**config.mk**
```make
export PLATFORM = sky130hd
export DESIGN_NAME = icache_loader_flat
export DESIGN_NICKNAME = d
export VERILOG_FILES = /design/src/rtl/icache_loader_pkg.sv /design/src/rtl/icache_loader_if.sv /design/src/rtl/icache_loader_byte_packer.sv /design/src/rtl/icache_loader.sv /design/src/flat_wrapper.sv
export SDC_FILE = /design/constraint.sdc
export NUM_CORES = 1
export LEC_CHECK = 0
export CORE_MARGIN = 4
export CORE_UTILIZATION = 59
export CTS_CLUSTER_DIAMETER = 100
export DETAILED_ROUTE_END_ITERATION = 12
export GPL_TIMING_DRIVEN = 0
export PLACE_DENSITY_LB_ADDON = 0.3
export SYNTH_ARGS = -nofsm -noshare
export SYNTH_HDL_FRONTEND = slang
export SYNTH_HIERARCHICAL = 1
export SYNTH_SLANG_ARGS = --single-unit
```
**constraint.sdc**
```tcl
create_clock -name clk -period 3.6 [get_ports clk]
set_clock_uncertainty 0.2 [all_clocks]
set_input_delay 0.36 -clock clk [delete_from_list [all_inputs] [get_ports clk]]
set_output_delay 0.36 -clock clk [all_outputs]
set_load 0.02 [all_outputs]
```
**src/rtl/icache_loader_pkg.sv**
```systemverilog
// ----------------------------------------------------------------------------
// icache_loader_pkg
// Shared types for the instruction-cache loader slice.
//   address_t     : icache write index (5 bits, up to 32 instructions)
//   instruction_t : one 32-bit instruction word
//   byte_idx_t    : position of a byte inside an instruction (0..3)
//   lane_of()     : maps the arrival order of a byte to its byte lane
// ----------------------------------------------------------------------------
package icache_loader_pkg;

  localparam int ADDR_W  = 5;
  localparam int INSTR_W = 32;

  typedef logic [ADDR_W-1:0]  address_t;
  typedef logic [INSTR_W-1:0] instruction_t;
  typedef logic [1:0]         byte_idx_t;

  // Arrival index 0 lands in bits [7:0] (little endian) or [31:24] (big endian).
  function automatic byte_idx_t lane_of(input byte_idx_t cnt, input bit big_endian);
    return big_endian ? byte_idx_t'(2'd3 - cnt) : cnt;
  endfunction

endpackage

```
**src/rtl/icache_loader_if.sv**
```systemverilog
// ----------------------------------------------------------------------------
// icache_loader_if
// Bundles the loader's control inputs, byte stream and icache write port.
//   master : host / byte source side (drives start, abort, in_valid, in_data)
//   slave  : the loader (drives in_ready, write*, busy, done)
// ----------------------------------------------------------------------------
interface icache_loader_if;
  import icache_loader_pkg::*;

  logic         start;
  logic         abort;
  logic         in_valid;
  logic [7:0]   in_data;
  logic         in_ready;
  logic         write;
  address_t     write_addr;
  instruction_t write_data;
  logic         busy;
  logic         done;

  modport master (
    output start, abort, in_valid, in_data,
    input  in_ready, write, write_addr, write_data, busy, done
  );

  modport slave (
    input  start, abort, in_valid, in_data,
    output in_ready, write, write_addr, write_data, busy, done
  );

endinterface

```
**src/rtl/icache_loader_byte_packer.sv**
```systemverilog
// ----------------------------------------------------------------------------
// byte_packer
// Assembles four consecutive accepted bytes into one 32-bit instruction.
//   clk, nrst  : clock, asynchronous active-low reset
//   clear      : drop any partial word and restart at byte 0
//   accept     : byte_in is consumed this cycle
//   byte_in    : incoming byte
//   last_byte  : the byte being offered now is the 4th of its word
//   word       : assembly register including the byte accepted this cycle,
//                so it is the complete word when accept && last_byte
// ----------------------------------------------------------------------------
module byte_packer
  import icache_loader_pkg::*;
#(
  parameter bit BIG_ENDIAN = 1'b0
) (
  input  logic         clk,
  input  logic         nrst,
  input  logic         clear,
  input  logic         accept,
  input  logic [7:0]   byte_in,
  output logic         last_byte,
  output instruction_t word
);

  byte_idx_t    cnt_q, cnt_d;
  instruction_t asm_q, asm_d;
  byte_idx_t    lane;

  assign lane = lane_of(cnt_q, BIG_ENDIAN);

  // Each lane either takes the incoming byte or keeps its held value.
  for (genvar gi = 0; gi < 4; gi++) begin : g_lane
    assign asm_d[8*gi +: 8] = (accept && (lane == byte_idx_t'(gi))) ? byte_in
                                                                     : asm_q[8*gi +: 8];
  end

  always_comb begin
    cnt_d = cnt_q;
    if (clear) begin
      cnt_d = '0;
    end else if (accept) begin
      cnt_d = cnt_q + 2'd1;   // wraps 3 -> 0
    end
  end

  always_ff @(posedge clk or negedge nrst) begin
    if (!nrst) begin
      cnt_q <= '0;
      asm_q <= '0;
    end else begin
      cnt_q <= cnt_d;
      asm_q <= clear ? '0 : asm_d;
    end
  end

  assign last_byte = (cnt_q == 2'd3);
  assign word      = asm_d;

endmodule

```
**src/rtl/icache_loader.sv**
```systemverilog
// ----------------------------------------------------------------------------
// icache_loader
// Streams bytes into 32-bit instructions and writes NUM_WORDS of them into the
// icache starting at index 0.
//   clk   : clock, rising edge
//   nrst  : asynchronous active-low reset
//   bus   : icache_loader_if.slave
//           start/abort        run control (abort wins over everything)
//           in_valid/in_data   byte stream, in_ready = accept this cycle
//           write/write_addr/write_data  registered icache write port
//           busy (LOAD), done (DONE)
// ----------------------------------------------------------------------------
module icache_loader
  import icache_loader_pkg::*;
#(
  parameter int NUM_WORDS  = 32,
  parameter bit BIG_ENDIAN = 1'b0
) (
  input  logic               clk,
  input  logic               nrst,
  icache_loader_if.slave     bus
);

  typedef enum logic [1:0] {
    ST_IDLE,
    ST_LOAD,
    ST_DONE
  } state_t;

  localparam address_t LAST_ADDR = address_t'(NUM_WORDS - 1);

  state_t       state_q, state_d;
  address_t     word_cnt_q, word_cnt_d;
  logic         write_q, write_d;
  address_t     write_addr_q, write_addr_d;
  instruction_t write_data_q, write_data_d;

  logic         in_ready;
  logic         accept;
  logic         clear;
  logic         last_byte;
  instruction_t packed_word;

  // Kept outside the FSM block so the packer output feeding write_data_d
  // has no combinational path back into its own inputs.
  assign in_ready = (state_q == ST_LOAD) && !bus.abort;
  assign accept   = in_ready && bus.in_valid;
  // Partial words are dropped on abort and on every (re)start.
  assign clear    = bus.abort || (bus.start && (state_q != ST_LOAD));

  byte_packer #(
    .BIG_ENDIAN (BIG_ENDIAN)
  ) u_byte_packer (
    .clk       (clk),
    .nrst      (nrst),
    .clear     (clear),
    .accept    (accept),
    .byte_in   (bus.in_data),
    .last_byte (last_byte),
    .word      (packed_word)
  );

  always_comb begin
    state_d      = state_q;
    word_cnt_d   = word_cnt_q;
    write_d      = 1'b0;
    write_addr_d = write_addr_q;
    write_data_d = write_data_q;

    if (bus.abort) begin
      state_d    = ST_IDLE;
      word_cnt_d = '0;
    end else begin
      unique case (state_q)
        ST_IDLE, ST_DONE: begin
          if (bus.start) begin
            state_d    = ST_LOAD;
            word_cnt_d = '0;
          end
        end
        ST_LOAD: begin
          if (accept && last_byte) begin
            write_d      = 1'b1;
            write_addr_d = word_cnt_q;
            write_data_d = packed_word;
            word_cnt_d   = word_cnt_q + address_t'(1);
            if (word_cnt_q == LAST_ADDR) begin
              state_d = ST_DONE;
            end
          end
        end
        default: begin
          state_d    = ST_IDLE;
          word_cnt_d = '0;
        end
      endcase
    end
  end

  always_ff @(posedge clk or negedge nrst) begin
    if (!nrst) begin
      state_q      <= ST_IDLE;
      word_cnt_q   <= '0;
      write_q      <= 1'b0;
      write_addr_q <= '0;
      write_data_q <= '0;
    end else begin
      state_q      <= state_d;
      word_cnt_q   <= word_cnt_d;
      write_q      <= write_d;
      write_addr_q <= write_addr_d;
      write_data_q <= write_data_d;
    end
  end

  assign bus.in_ready   = in_ready;
  assign bus.write      = write_q;
  assign bus.write_addr = write_addr_q;
  assign bus.write_data = write_data_q;
  assign bus.busy       = (state_q == ST_LOAD);
  assign bus.done       = (state_q == ST_DONE);

endmodule

```
**src/flat_wrapper.sv**
```systemverilog
// flat-port wrapper written by rule: the top's interface ports become plain ports
module icache_loader_flat import icache_loader_pkg::*;
#(
  parameter int NUM_WORDS  = 32,
  parameter bit BIG_ENDIAN = 1'b0
)
  (clk, nrst, bus_start, bus_abort, bus_in_valid, bus_in_data, bus_in_ready, bus_write, bus_write_addr, bus_write_data, bus_busy, bus_done);
  icache_loader_if bus_i ();
  input  logic clk;
  input  logic nrst;
  input wire logic [$bits(bus_i.start)-1:0] bus_start;
  input wire logic [$bits(bus_i.abort)-1:0] bus_abort;
  input wire logic [$bits(bus_i.in_valid)-1:0] bus_in_valid;
  input wire logic [$bits(bus_i.in_data)-1:0] bus_in_data;
  output wire logic [$bits(bus_i.in_ready)-1:0] bus_in_ready;
  output wire logic [$bits(bus_i.write)-1:0] bus_write;
  output wire logic [$bits(bus_i.write_addr)-1:0] bus_write_addr;
  output wire logic [$bits(bus_i.write_data)-1:0] bus_write_data;
  output wire logic [$bits(bus_i.busy)-1:0] bus_busy;
  output wire logic [$bits(bus_i.done)-1:0] bus_done;
  assign bus_i.start = bus_start;
  assign bus_i.abort = bus_abort;
  assign bus_i.in_valid = bus_in_valid;
  assign bus_i.in_data = bus_in_data;
  assign bus_in_ready = bus_i.in_ready;
  assign bus_write = bus_i.write;
  assign bus_write_addr = bus_i.write_addr;
  assign bus_write_data = bus_i.write_data;
  assign bus_busy = bus_i.busy;
  assign bus_done = bus_i.done;
  icache_loader #(.NUM_WORDS(NUM_WORDS), .BIG_ENDIAN(BIG_ENDIAN)) u_core (.clk(clk), .nrst(nrst), .bus(bus_i));
endmodule
```
==> results.md <==
* Outcome: finished, final reports clean
* Share of cells above drive strength 1 at 28.6%
* Critical Path End Type: output port
* NumNets Final at between 300 and 400
* Arr. time, crit path at ~2.1 ns
* Vias per cell at 5.55
* Slowest cell on the critical path: clkdlybuf4s50_1
* DP HPWL at 5240 um
* CTS Root Buffer Type: clkbuf_8
* Final worst path period need at ~2.6 ns
* Initial antenna violation count at 0
* CP most frequent cell: clkdlybuf4s50_1
* Max clock buf depth at 2
* Peak Freq at 383 MHz
* Total power per unit cell area at about 350 nW/um2
* Layout overhead on the synthesized area at 22.4%
* Netlist cell types at 34
* Drt total wl at roughly 7700 um
* Ant. Diodes at 0
* Synth top area cells: dfrtp_1 (51%), mux2_2 (18%), mux2i_1 (8.9%)
* DP Area at 4500 um2
* Setup_tns at 0 ns
* Startpoint Class: primary input
* Post-route ant nets at 0
* CP Data Required Time at just over 3 ns
* DRT iter0 DRCs at 119
* DR vias at ~2.4k
* Yosys warns at 6
* Lkg Pwr at roughly 2.3 nW
* Area share of the leading cell type in the synthesized netlist at between 50% and 60%
* Port buffer count at 53
* Worst slew pin tran at 0.476 ns
* Max cap viols at 0
* Crit path buf inv count at 3
* Placement Setup Slack at 0.681 ns
* Wire length per cell at about 18 um
* Seq cells post-synth at 79
* Pwr Total at around 1.6 mW
* Fin cells at 430
* Top-count cell post-synth: dfrtp_1
* I/O Pins at 54
* Worst skew pair latency at 0.35 ns
* Final Setup Violations at 0
* First-pass GRT wire length at 12900 um
* Vias in the first global route at ~2.6k
* Crit-path cells: clkdlybuf4s50_1, or3b_4, inv_1, clkdlybuf4s50_1
* Core Area at 6350 um2
* Num CTS Buffers at 9
* Fin. Hold Viols at 0
* Clk sink count at 79
* CTS H-tree depth at 3
* Row count at 29
* Slew Viols, Final at 0
* Largest net degree at the start of global routing at 65
* RSZ-0062 raised after global routing: false
* Routability cong. at roughly 0.85
* Total gr overflow at 0
* Drt drc at 0
* Design Area, Final at about 4700 um2
* Avg Synthesized Cell Area at between 10 and 15 um2
* Post-synth top area cell: dfrtp_1
* Post-synth top cells: dfrtp_1 (79), mux2_2 (61), nand2b_1 (41)
* Final Cycle Share at between 70 and 80%
* CP max stage delay at 0.63 ns
* Slew margin rel. at between 60 and 70%
* Pre-antenna DRT Iters at 4
* Inst Count DP at about 410
* Clock-pin slew on the worst setup and hold paths at approximately 0.080 ns
* Fin util at between 70% and 80%
* Net Count, Synth at approximately 300
* Critical path's top delay family: buffers and inverters
* Hold Slack at between 0.2 and 0.25 ns
* Hold crit path type: primary input to asynchronous set/reset pin
* CTS tree: built
* VDD IR max at roughly 0.23 mV
* Area of the mapped netlist at approximately 3800 um2
* Total track usage at between 20 and 25%
* WS Path Type: primary input to output port
* Die Wd at around 90 um
* Post-synth top flop: dfrtp_1
* Die area at approximately 7900 um2
* Number of flops mapped to enable cells by yosys at 0
* Initial Utilization at 60.5%
* Die H at just under 90 um
* Ys async rst share at 100%
* Worst Path Max Fanout at 6
* Sequential area share after synthesis at between 50% and 60%
* Final WS setup at 0.991 ns
* Mapped Cells at roughly 280
==> sequential cells by signal, indices dropped and copies added, names as in the netlist <==
name                        cells
u_core/u_byte_packer/asm_q     32
u_core/bus.write_data          32
u_core/bus.write                1
u_core/bus.write_addr           5
u_core/word_cnt_q               5
u_core/state_q                  2
u_core/u_byte_packer/cnt_q      2
==> placed cells by master, fill, tap and decap left out, drive strengths merged, types with 3 or more instances in the layout <==
cell,instances
a21oi,4
and2,3
buf,11
clkbuf,14
clkdlybuf4s50,52
clkinv,3
dfrtp,79
ha,6
inv,4
mux2,70
mux2i,34
nand2,6
nand2b,41
nand3,3
nor2,4
==> routing by layer <==
metal	wire length, um	vias to the layer above	track usage [%]
li1	-	1118	-
met1	3560	1197	30.6
met2	3690	59	34.5
met3	317	11	4.19
met4	100	0	7.83
met5	0	-	0
==> area by class of cell <==
cell class	instances	area (um2)
well taps	77	96.3
inverters	4	15.0
fillers	441	1650
clock inverters	6	60.1
clock buffers	10	138
plain buffers	13	114
repair buffers	55	566
multi-input cells	186	1740
flip-flops and latches	79	1980
==> worst paths after layout <==
kind | startpoint | endpoint | slack (ns) | cells after the start
max reg2reg | u_core/state_q[1] | u_core/bus.write_data[14] | 1.05 | 8
max in group asynchronous | nrst | u_core/bus.write_addr[4] | 2.42 | 3
max | bus_abort | bus_in_ready | 0.99 | 4
min reg2reg | u_core/bus.write_data[8] | u_core/bus.write_data[8] | 0.29 | 1
min | nrst | u_core/u_byte_packer/asm_q[31] | 0.21 | 2
min in group clk | u_core/bus.write_data[8] | u_core/bus.write_data[8] | 0.29 | 1
==> report_power, final <==
group / total [mW] / switching, mW / internal [mW] / leakage (nW)
Sequential: 0.892 / 0.00255 / 0.889 / 1.10
Clock: 0.654 / 0.319 / 0.335 / 0.0981
Combinational: 0.103 / 0.0597 / 0.0436 / 1.15
==> cells by family after synthesis <==
kind of cell	after synthesis	synth area share, %
fa+ha+maj	6	1.95
flops	79	51.4
mux	104	29.9
compound gates	11	1.79
buf+inv	17	3.35
xor+xnor	1	0.228
simple gates	64	11.3
==> what timing repair did <==
item,4_1_cts,5_1_grt
resized for setup,0,0
hold buffers,1,0
endpoints found under the hold margin,26,0
setup buffers,0,0
Note: power is estimated with default switching activity, not from simulation.
